`config.mk`:
```
export PLATFORM = sky130hd
export DESIGN_NAME = vga_timing_gen
export DESIGN_NICKNAME = d
export VERILOG_FILES = /design/src/rtl/vga_pkg.sv /design/src/rtl/vga_axis_counter.sv /design/src/rtl/vga_timing_gen.sv
export SDC_FILE = /design/constraint.sdc
export NUM_CORES = 1
export LEC_CHECK = 0
export CAP_MARGIN = 20
export CORE_MARGIN = 2
export CORE_UTILIZATION = 30
export DETAILED_ROUTE_END_ITERATION = 8
export PLACE_DENSITY_LB_ADDON = 0.2
export SLEW_MARGIN = 20
export SYNTH_ARGS = -nofsm -noshare
export SYNTH_HDL_FRONTEND = slang
export SYNTH_SLANG_ARGS = --single-unit
```
`constraint.sdc`:
```
create_clock -name clk -period 5.1 [get_ports clk]
set_input_delay 1.02 -clock clk [delete_from_list [all_inputs] [get_ports clk]]
set_output_delay 1.02 -clock clk [all_outputs]
set_load 0.05 [all_outputs]
```
`src/rtl/vga_pkg.sv`:
```
// rtl/vga_pkg.sv - shared VGA timing defaults, derived-timing helpers and colours
package vga_pkg;

  // 640x480@60 with a 25 MHz pixel clock derived from 50 MHz
  localparam int DEF_CLK_DIV = 2;
  localparam int DEF_H_PULSE = 96;
  localparam int DEF_H_BACK  = 48;
  localparam int DEF_H_VID   = 640;
  localparam int DEF_H_FRONT = 16;
  localparam int DEF_V_PULSE = 2;
  localparam int DEF_V_BACK  = 33;
  localparam int DEF_V_VID   = 480;
  localparam int DEF_V_FRONT = 10;

  // RRR_GGG_BB colours used by the bit generator
  localparam logic [7:0] RGB_BLACK  = 8'b000_000_00;
  localparam logic [7:0] RGB_WHITE  = 8'b111_111_11;
  localparam logic [7:0] RGB_RED    = 8'b111_000_00;
  localparam logic [7:0] RGB_GREEN  = 8'b000_111_00;
  localparam logic [7:0] RGB_BLUE   = 8'b000_000_11;
  localparam logic [7:0] RGB_YELLOW = 8'b111_111_00;

  function automatic int axis_total(input int pulse, input int back, input int vid,
                                    input int front);
    return pulse + back + vid + front;
  endfunction

  function automatic int axis_act0(input int pulse, input int back);
    return pulse + back;
  endfunction

  // Constant-coefficient multiply unrolled into shifted adds
  function automatic logic [11:0] mul_const12(input logic [11:0] a, input int k);
    logic [11:0] acc;
    acc = '0;
    for (int i = 0; i < 12; i++) begin
      if (k[i]) acc = acc + (a << i);
    end
    return acc;
  endfunction

endpackage

```
`src/rtl/vga_axis_counter.sv`:
```
// rtl/vga_axis_counter.sv - one timing axis: sync, back porch, active, front porch
module vga_axis_counter
  import vga_pkg::*;
#(
  parameter int PULSE = DEF_H_PULSE,
  parameter int BACK  = DEF_H_BACK,
  parameter int VID   = DEF_H_VID,
  parameter int FRONT = DEF_H_FRONT,
  parameter int CW    = 10
) (
  input  logic          clk,
  input  logic          clear,
  input  logic          i_en,
  output logic [CW-1:0] o_next,
  output logic          o_wrap,
  output logic          o_sync_next,
  output logic          o_active_next
);

  localparam int TOTAL = axis_total(PULSE, BACK, VID, FRONT);
  localparam int ACT0  = axis_act0(PULSE, BACK);
  localparam logic [CW-1:0] C_LAST   = CW'(TOTAL - 1);
  localparam logic [CW-1:0] C_PULSE  = CW'(PULSE);
  localparam logic [CW-1:0] C_ACT_LO = CW'(ACT0);
  localparam logic [CW-1:0] C_ACT_HI = CW'(ACT0 + VID);

  logic [CW-1:0] r_cnt;

  // Status is exported for the value the counter is about to take
  assign o_wrap        = (r_cnt == C_LAST);
  assign o_next        = !i_en ? r_cnt : (o_wrap ? '0 : r_cnt + CW'(1));
  assign o_sync_next   = (o_next < C_PULSE);
  assign o_active_next = (o_next >= C_ACT_LO) && (o_next < C_ACT_HI);

  always_ff @(posedge clk) begin
    if (!clear) r_cnt <= '0;
    else        r_cnt <= o_next;
  end

endmodule

```
`src/rtl/vga_timing_gen.sv`:
```
// rtl/vga_timing_gen.sv - parametrised VGA timing with tile coordinates and glyph prefetch address
module vga_timing_gen
  import vga_pkg::*;
#(
  parameter int CLK_DIV         = DEF_CLK_DIV,
  parameter int H_PULSE         = DEF_H_PULSE,
  parameter int H_BACK          = DEF_H_BACK,
  parameter int H_VID           = DEF_H_VID,
  parameter int H_FRONT         = DEF_H_FRONT,
  parameter int V_PULSE         = DEF_V_PULSE,
  parameter int V_BACK          = DEF_V_BACK,
  parameter int V_VID           = DEF_V_VID,
  parameter int V_FRONT         = DEF_V_FRONT,
  parameter int SYNC_ACTIVE_LOW = 1,
  parameter int TILE_BITS       = 4,
  parameter int FETCH_LEAD      = 2,
  parameter int CW              = 10
) (
  input  logic                    clk,
  input  logic                    clear,
  output logic                    pix_tick,
  output logic                    hSync,
  output logic                    vSync,
  output logic                    bright,
  output logic [CW-1:0]           x,
  output logic [CW-1:0]           y,
  output logic [CW-TILE_BITS-1:0] tile_col,
  output logic [CW-TILE_BITS-1:0] tile_row,
  output logic [TILE_BITS-1:0]    tile_px,
  output logic [TILE_BITS-1:0]    tile_py,
  output logic [11:0]             fetch_addr,
  output logic                    fetch_valid,
  output logic                    line_start,
  output logic                    frame_start
);

  localparam int H_ACT0 = axis_act0(H_PULSE, H_BACK);
  localparam int V_ACT0 = axis_act0(V_PULSE, V_BACK);
  localparam int COLS   = H_VID >> TILE_BITS;
  localparam int DW     = (CLK_DIV > 1) ? $clog2(CLK_DIV) : 1;
  localparam logic [DW-1:0] C_DIV_LAST = DW'(CLK_DIV - 1);
  localparam logic          SYNC_ON    = (SYNC_ACTIVE_LOW == 0);
  localparam logic [CW-1:0] C_H_ACT0   = CW'(H_ACT0);
  localparam logic [CW-1:0] C_V_ACT0   = CW'(V_ACT0);
  localparam logic [CW:0]   C_LEAD     = (CW+1)'(FETCH_LEAD);
  localparam logic [CW:0]   C_HF_LO    = (CW+1)'(H_ACT0);
  localparam logic [CW:0]   C_HF_HI    = (CW+1)'(H_ACT0 + H_VID);

  logic [DW-1:0] r_div;
  logic          w_tick;
  logic          w_v_en;
  logic [CW-1:0] w_h_next;
  logic [CW-1:0] w_v_next;
  logic          w_h_wrap;
  logic          w_v_wrap;
  logic          w_h_sync;
  logic          w_v_sync;
  logic          w_h_act;
  logic          w_v_act;
  logic          w_bright;
  logic [CW-1:0] w_x;
  logic [CW-1:0] w_y;
  logic [CW:0]   w_hf;
  logic [CW:0]   w_hf_rel;
  logic [CW-1:0] w_v_rel;
  logic          w_fetch_valid;
  logic [11:0]   w_fetch_addr;

  assign w_tick = (r_div == C_DIV_LAST);
  assign w_v_en = w_tick & w_h_wrap;

  vga_axis_counter #(
    .PULSE(H_PULSE), .BACK(H_BACK), .VID(H_VID), .FRONT(H_FRONT), .CW(CW)
  ) u_h (
    .clk(clk), .clear(clear), .i_en(w_tick),
    .o_next(w_h_next), .o_wrap(w_h_wrap), .o_sync_next(w_h_sync), .o_active_next(w_h_act)
  );

  vga_axis_counter #(
    .PULSE(V_PULSE), .BACK(V_BACK), .VID(V_VID), .FRONT(V_FRONT), .CW(CW)
  ) u_v (
    .clk(clk), .clear(clear), .i_en(w_v_en),
    .o_next(w_v_next), .o_wrap(w_v_wrap), .o_sync_next(w_v_sync), .o_active_next(w_v_act)
  );

  assign w_bright = w_h_act & w_v_act;
  assign w_x      = w_bright ? (w_h_next - C_H_ACT0) : '0;
  assign w_y      = w_bright ? (w_v_next - C_V_ACT0) : '0;

  // Lookahead stays on the current line; past the active span it is simply invalid
  assign w_hf          = {1'b0, w_h_next} + C_LEAD;
  assign w_hf_rel      = w_hf - C_HF_LO;
  assign w_v_rel       = w_v_next - C_V_ACT0;
  assign w_fetch_valid = (w_hf >= C_HF_LO) && (w_hf < C_HF_HI) && w_v_act;
  assign w_fetch_addr  = w_fetch_valid
                         ? (mul_const12(12'(w_v_rel >> TILE_BITS), COLS) + 12'(w_hf_rel >> TILE_BITS))
                         : '0;

  always_ff @(posedge clk) begin
    if (!clear) begin
      r_div       <= '0;
      pix_tick    <= 1'b0;
      hSync       <= SYNC_ON;
      vSync       <= SYNC_ON;
      bright      <= 1'b0;
      x           <= '0;
      y           <= '0;
      tile_col    <= '0;
      tile_row    <= '0;
      tile_px     <= '0;
      tile_py     <= '0;
      fetch_valid <= 1'b0;
      fetch_addr  <= '0;
      line_start  <= 1'b0;
      frame_start <= 1'b0;
    end else begin
      r_div       <= w_tick ? '0 : r_div + DW'(1);
      pix_tick    <= w_tick;
      hSync       <= w_h_sync ? SYNC_ON : ~SYNC_ON;
      vSync       <= w_v_sync ? SYNC_ON : ~SYNC_ON;
      bright      <= w_bright;
      x           <= w_x;
      y           <= w_y;
      tile_col    <= w_x[CW-1:TILE_BITS];
      tile_row    <= w_y[CW-1:TILE_BITS];
      tile_px     <= w_x[TILE_BITS-1:0];
      tile_py     <= w_y[TILE_BITS-1:0];
      fetch_valid <= w_fetch_valid;
      fetch_addr  <= w_fetch_addr;
      line_start  <= w_v_en;
      frame_start <= w_v_en & w_v_wrap;
    end
  end

endmodule

```
* Word level (Yosys, flattened, before mapping)
Index checks and enable logic that the tools add are counted.
** Cells by class
- Add/subtract/negate cells :: 9
- $lt $le $gt $ge :: 8
- Equal/unequal tests :: 2
- Multiplexer cells :: 8
- Bitwise operators :: 4
- Reduce and logical (&&, ||, !) cells :: 6
** Operator list (count)
- $mux W10 :: 6
- $add A10 B1 Y10 const B :: 2
- $eq A10 B10 Y1 const B :: 2
- $lt A10 B10 Y1 const B :: 2
- $add A12 B7 Y12 :: 1
- $add A9 B11 Y12 :: 1
- $add A10 B2 Y11 const B :: 1
- $ge A11 B8 Y1 const B :: 1
- $lt A11 B10 Y1 const B :: 1
- $sub A11 B8 Y11 const B :: 1
- $ge A10 B6 Y1 const B :: 1
- $ge A10 B8 Y1 const B :: 1
- $lt A10 B2 Y1 const B :: 1
- $lt A10 B7 Y1 const B :: 1
- $sub A10 B6 Y10 const B :: 1
- $sub A10 B8 Y10 const B :: 1
- $logic_and A1 B1 Y1 :: 4
- $and A1 B1 Y1 :: 3
- $mux W1 :: 2
- $reduce_and A2 Y1 :: 1
- $reduce_or A2 Y1 :: 1
- $add A1 B1 Y1 const B :: 1
- $not A1 Y1 :: 1
** Storage, ports and cells
- Register bits after elaboration :: 80
- Input port bits :: 2
- Word-level logic and storage cells :: 54

* Logic depth before layout (Yosys ltp)
- Depth after elaboration :: 8
- Mapped depth :: 24
- Mapped depth without buffers :: 23

* Modules after synthesis
From an unflattened synthesis, not the netlist that was laid out.
** Second synthesis, totals
- Cell total of the unflattened synthesis :: 401
- Area total of the unflattened synthesis :: 3634.7 um^2
** By module, submodules not included
- vga_timing_gen :: instances 1, cells an instance 240, area each 2297.2 um^2, sequential area each 800.8 um^2
- vga_axis_counter (u_v) :: instances 1, cells an instance 85, area each 701.9 um^2, sequential area each 200.2 um^2
- vga_axis_counter (u_h) :: instances 1, cells an instance 76, area each 635.6 um^2, sequential area each 200.2 um^2

* Worst setup path before layout
No wires, ideal clock.
- Kind :: reg2reg
- Start point :: register u_h.r_cnt[0]
- End point :: register fetch_addr[10]
- Setup time :: 0.118 ns
- Arrival :: 4.710 ns
- Data required time :: 4.982 ns
- Setup slack :: 0.272 ns
- Cell stages (with the launch flop) :: 24
- Buffers on the path :: 1
- Path through :: dfxtp_1 -> ha_1 -> nand4_4 -> or4_4 -> buf_6 -> nand2_2 -> inv_1 -> ha_1 -> nand4_1 -> nor3_2 -> xnor2_1 -> o21ai_1 -> nand2b_1 -> a22oi_1 -> fa_1 -> inv_1 -> ha_1 -> nor2b_1 -> o21ai_0 -> nand2b_1 -> a21o_1 -> a21oi_1 -> xnor2_1 -> nor3_2
** On the way
- Word-level cells in the longest chain between the ends :: 8
** RTL lines
- from (decl) :: RTL line vga_axis_counter.sv:27 : logic [CW-1:0] r_cnt;
- from (signal assigned) :: RTL line vga_axis_counter.sv:37 : else r_cnt <= o_next;
- $add A10 B1 Y10 or $eq A10 B10 Y1 (tied branches) :: RTL line vga_axis_counter.sv:31, vga_axis_counter.sv:30
- $mux W10 * (2 in a row) :: RTL line vga_axis_counter.sv:31 : assign o_next = !i_en ? r_cnt : (o_wrap ? '0 : r_cnt + CW'(1));
- net u_h.o_next[1] :: RTL line vga_axis_counter.sv:14 : output logic [CW-1:0] o_next,
- $add A10 B2 Y11 * :: RTL line vga_timing_gen.sv:91 : assign w_hf = {1'b0, w_h_next} + C_LEAD;
- parallel branches: the longest is 4 deep, another holds $add A12 B7 Y12
- to (signal assigned) :: RTL line vga_timing_gen.sv:129 : fetch_addr <= w_fetch_addr;
- to (decl) :: RTL line vga_timing_gen.sv:31 : output logic [11:0] fetch_addr,
Mark *: on every way through the listed nets, which the timed path passes.
A chain may end at the register's enable or synchronous reset.

* Worst setup path in the final report
Same ends and word-level chain as after synthesis.

==> key figures <==
Yosys
  – Ys flop type: dfxtp_1
  – Sequential fraction of the synthesis area: 0.320
  – Post-synth top cells: dfxtp_1 (60), nor2_1 (43), buf_4 (24)
  – Distinct cells, synth: 69
  – EDFF count, synth: 0
  – Synth top area cells: dfxtp_1 (32%), ha_1 (6.7%), xnor2_1 (5.1%), buf_4 (4.8%), nor2_1 (4.3%)
  – Syn_area_per_cell: 8.97 µm²
  – Top-area cell type share of the netlist area: 0.320
  – Leading area contributor after synthesis: dfxtp_1
  – FF+latch count, synth: 60
  – Synthesized cell area: 3750 µm²
  – Top-count cell post-synth: dfxtp_1
  – Post-Syn Nets: 443
  – Cells after synthesis: 418
  – YS warnings: 0
  – Ys async rst share: 0

Route
  – Routed len/inst: 13.6 µm
  – Final wirelength: 8610 µm
  – Drt drc: 0
  – TritonRoute pass-1 iters: 4
  – Routed vias/inst: 4.77
  – DR iter-0 viols: 132
  – DR vias: 3,022
  – Post-detailed-route count of antenna-violating nets: 0

Timing
  – Worst slew pin tran: 0.727 ns
  – Slew HR: 0.515
  – Slew Viols, Final: 0
  – Post-Route Setup TNS: 0 ns
  – RSZ-0062 raised after global routing: no
  – Final setup violating endpoints: 0
  – Fin crit share: 0.936
  – Final min period: 4.77 ns
  – Hold Vio Cnt, Final: 0
  – Max Freq: 0.210 GHz
  – Clock Skew: 0.00711 ns

Final layout
  – Fin util: 0.390
  – Nets: 487
  – Layout cell share with drive strength beyond 1: 0.157
  – Synth-to-Final Area Change: 26.0%
  – Sequential Area: 1200 µm²
  – N_diodes: 0
  – Fillers: 1,274
  – Multi-input gate area in the final layout: 2200 µm²

Power and ir drop
  – Switching Share: 0.215
  – Combinational share of power: 0.021
  – PD cells: 233 nW/µm²
  – Total power: 1.10 mW
  – Worst vdd ir: 117 µV
  – Internal cell power: 0.866 mW
  – Clock power share: 0.547
  – Reg power frac: 0.432
  – Lkg Pwr: 1.81 nW
  – Switch Pwr: 0.236 mW

Critical path
  – Reg2Reg Launch Point: u_h.r_cnt[0]
  – Startpoint Class: flip-flop
  – Setup crit end kind: flip-flop
  – Worst EP arrival: 4.97 ns
  – WP data required: 5.30 ns
  – Crit Path Class: reg2reg
  – RR Endpoint: fetch_addr[10]
  – R2r worst-path depth: 23
  – CP max FO: 19
  – R2R setup slack: 0.33 ns

Floorplan
  – Site Rows: 40
  – Die area: 13,400 µm²
  – Die Span X: 116 µm
  – Initial core utilization: 0.310
  – # IOs: 61
  – Core Area: 12,100 µm²
  – Chip height: 116 µm

Clock network
  – Root Buffer: clkbuf_16
  – Inserted Clock Buffers: 9
  – Clock sinks: 60
  – H-tree depth: 3
  – Worst-path clk slew: 0.05 ns
  – CTS tree: built
  – Worst-Skew Late Latency: 0.33 ns
  – Clock buffer depth: 2

Global routing
  – Total GRT Usage: 0.136
  – Initial antenna violation count: 0
  – Vias in the first global route: 2,993
  – Largest net degree at the start of global routing: 21
  – Residual overflow from global routing: 0
  – First-pass GRT wire length: 14,300 µm

Hold path
  – Hold path endpoint: r_div
  – Worst hold start: r_div
  – Hold Path Depth: 1
  – Hold Path Class: reg2reg

Flow run
  – Max-cap violation count: 0

Placement
  – DP HPWL: 6420 µm
  – Gp weighted congestion: 0.842
  – IO buf count: 60

Run status
  – Status: finished clean
==> cell usage in the layout (no fill, tap or decap), types with 3 or more instances in the layout <==
cell type and instances:
o41ai_1 3, nor2b_1 7, o21a_1 4, clkinv_2 3, nor3_1 15, inv_1 21, a31oi_1 5, nor3_2 9
a21o_1 4, fa_1 3, o21ai_0 10, mux2i_1 4, xor2_1 12, nor2_1 43, nand4_1 6, ha_1 19
nand3_1 10, nand2b_1 6, clkdlybuf4s50_1 60, dfxtp_2 3, clkbuf_16 9, nand4b_1 3, dfxtp_1 57, nor3b_1 3
nand2_1 16, nor4_1 7, buf_4 15, a21oi_1 13, nor4b_1 3, and2_1 13, xnor2_1 21
==> state kept, by name, summed over array words and instances, names as in the netlist <==
| register | cells |
|---|---|
| vSync | 1 |
| fetch_addr | 12 |
| u_v.r_cnt | 10 |
| frame_start | 1 |
| bright | 1 |
| u_h.r_cnt | 10 |
| fetch_valid | 1 |
| y | 10 |
| hSync | 1 |
| x | 10 |
| line_start | 1 |
| pix_tick | 1 |
| r_div | 1 |
==> cell type report <==
class,instances,share of cell area
clock buffers,10,0.0506
clock inverters,5,0.0111
well taps,168,0.0445
repair buffers,76,0.153
flip-flops and latches,60,0.255
multi-input cells,293,0.467
inverters,22,0.0185
==> per-layer routing <==
layer  wire (µm)  GRT usage  up-vias
li1            -          -     1511
met1        3900      0.168     1424
met2        4210      0.232       78
met3         398     0.0377        9
met4          98     0.0421        0
met5           0          0        -
==> stage by stage <==
| stage | worst slack [ns] | hold WS, ns | instance area, µm² | instances |
|---|---|---|---|---|
| finish | 0.327 | 0.532 | 4720 | 634 |
| global route | 0.00657 | 0.560 | 4720 | 634 |
| CTS | 0.115 | 0.541 | 4650 | 628 |
| detailed placement | 0.158 | 0.534 | 4360 | 613 |
| global placement | 0.248 | 0.526 | 4360 | 613 |
| floorplan | 0.272 | 0.491 | 3750 | 418 |
==> worst max-delay path, stage by stage, from the launching register on <==
cell and delay, ns:
dfxtp_2 0.38, ha_2 0.24, nand4_4 0.11, or4_4 0.55, buf_6 0.19, o21ai_4 0.14
inv_6 0.06, ha_1 0.19, nand2_1 0.10, nor3_1 0.06, xnor2_1 0.32, o21ai_1 0.16
nand2b_1 0.18, a22oi_1 0.24, fa_1 0.45, inv_1 0.07, ha_1 0.25, nor2b_1 0.15
o21ai_0 0.15, nand2b_1 0.11, a21o_1 0.18, a21oi_1 0.17, xnor2_1 0.16, nor3_2 0.06
==> power groups by stage <==
stage / logic (mW) / clock network (mW) / registers (mW)
2_1_floorplan: 0.0173 / 0 / 0.485
3_3_place_gp: 0.0234 / 0 / 0.485
3_5_place_dp: 0.0236 / 0 / 0.485
4_1_cts: 0.0237 / 0.617 / 0.475
5_1_grt: 0.0267 / 0.642 / 0.476
6_report: 0.0235 / 0.603 / 0.476
==> cells by family after synthesis <==
group / after synthesis / share of synthesized area
AO/OA/AOI/OAI: 64 / 0.134
XOR/XNOR: 36 / 0.0861
flip-flops: 60 / 0.320
multiplexers: 6 / 0.0167
AND/OR/NAND/NOR: 164 / 0.262
buffers and inverters: 65 / 0.0978
adder cells (fa/ha/maj): 23 / 0.0828
==> what timing repair did <==
action,4_1_cts,5_1_grt
hold buffers,0,0
endpoints found under the hold margin,0,0
setup endpoints to repair,0,3
gates resized for setup,0,8
buffers inserted,0,6
==> how the worst max path moves through the flow <==
| stage | start | end | slack, ns | cells after the start |
|---|---|---|---|---|
| floorplan | u_h.r_cnt[0] | fetch_addr[10] | 0.27 | 23 |
| global placement | u_h.r_cnt[5] | fetch_addr[10] | 0.25 | 21 |
| detailed placement | u_h.r_cnt[0] | fetch_addr[10] | 0.16 | 22 |
| CTS | u_h.r_cnt[0] | fetch_addr[10] | 0.12 | 22 |
| global route | u_h.r_cnt[0] | fetch_addr[10] | 0.007 | 22 |
| finish | u_h.r_cnt[0] | fetch_addr[10] | 0.33 | 23 |
Power figures use the tool's default switching activity.
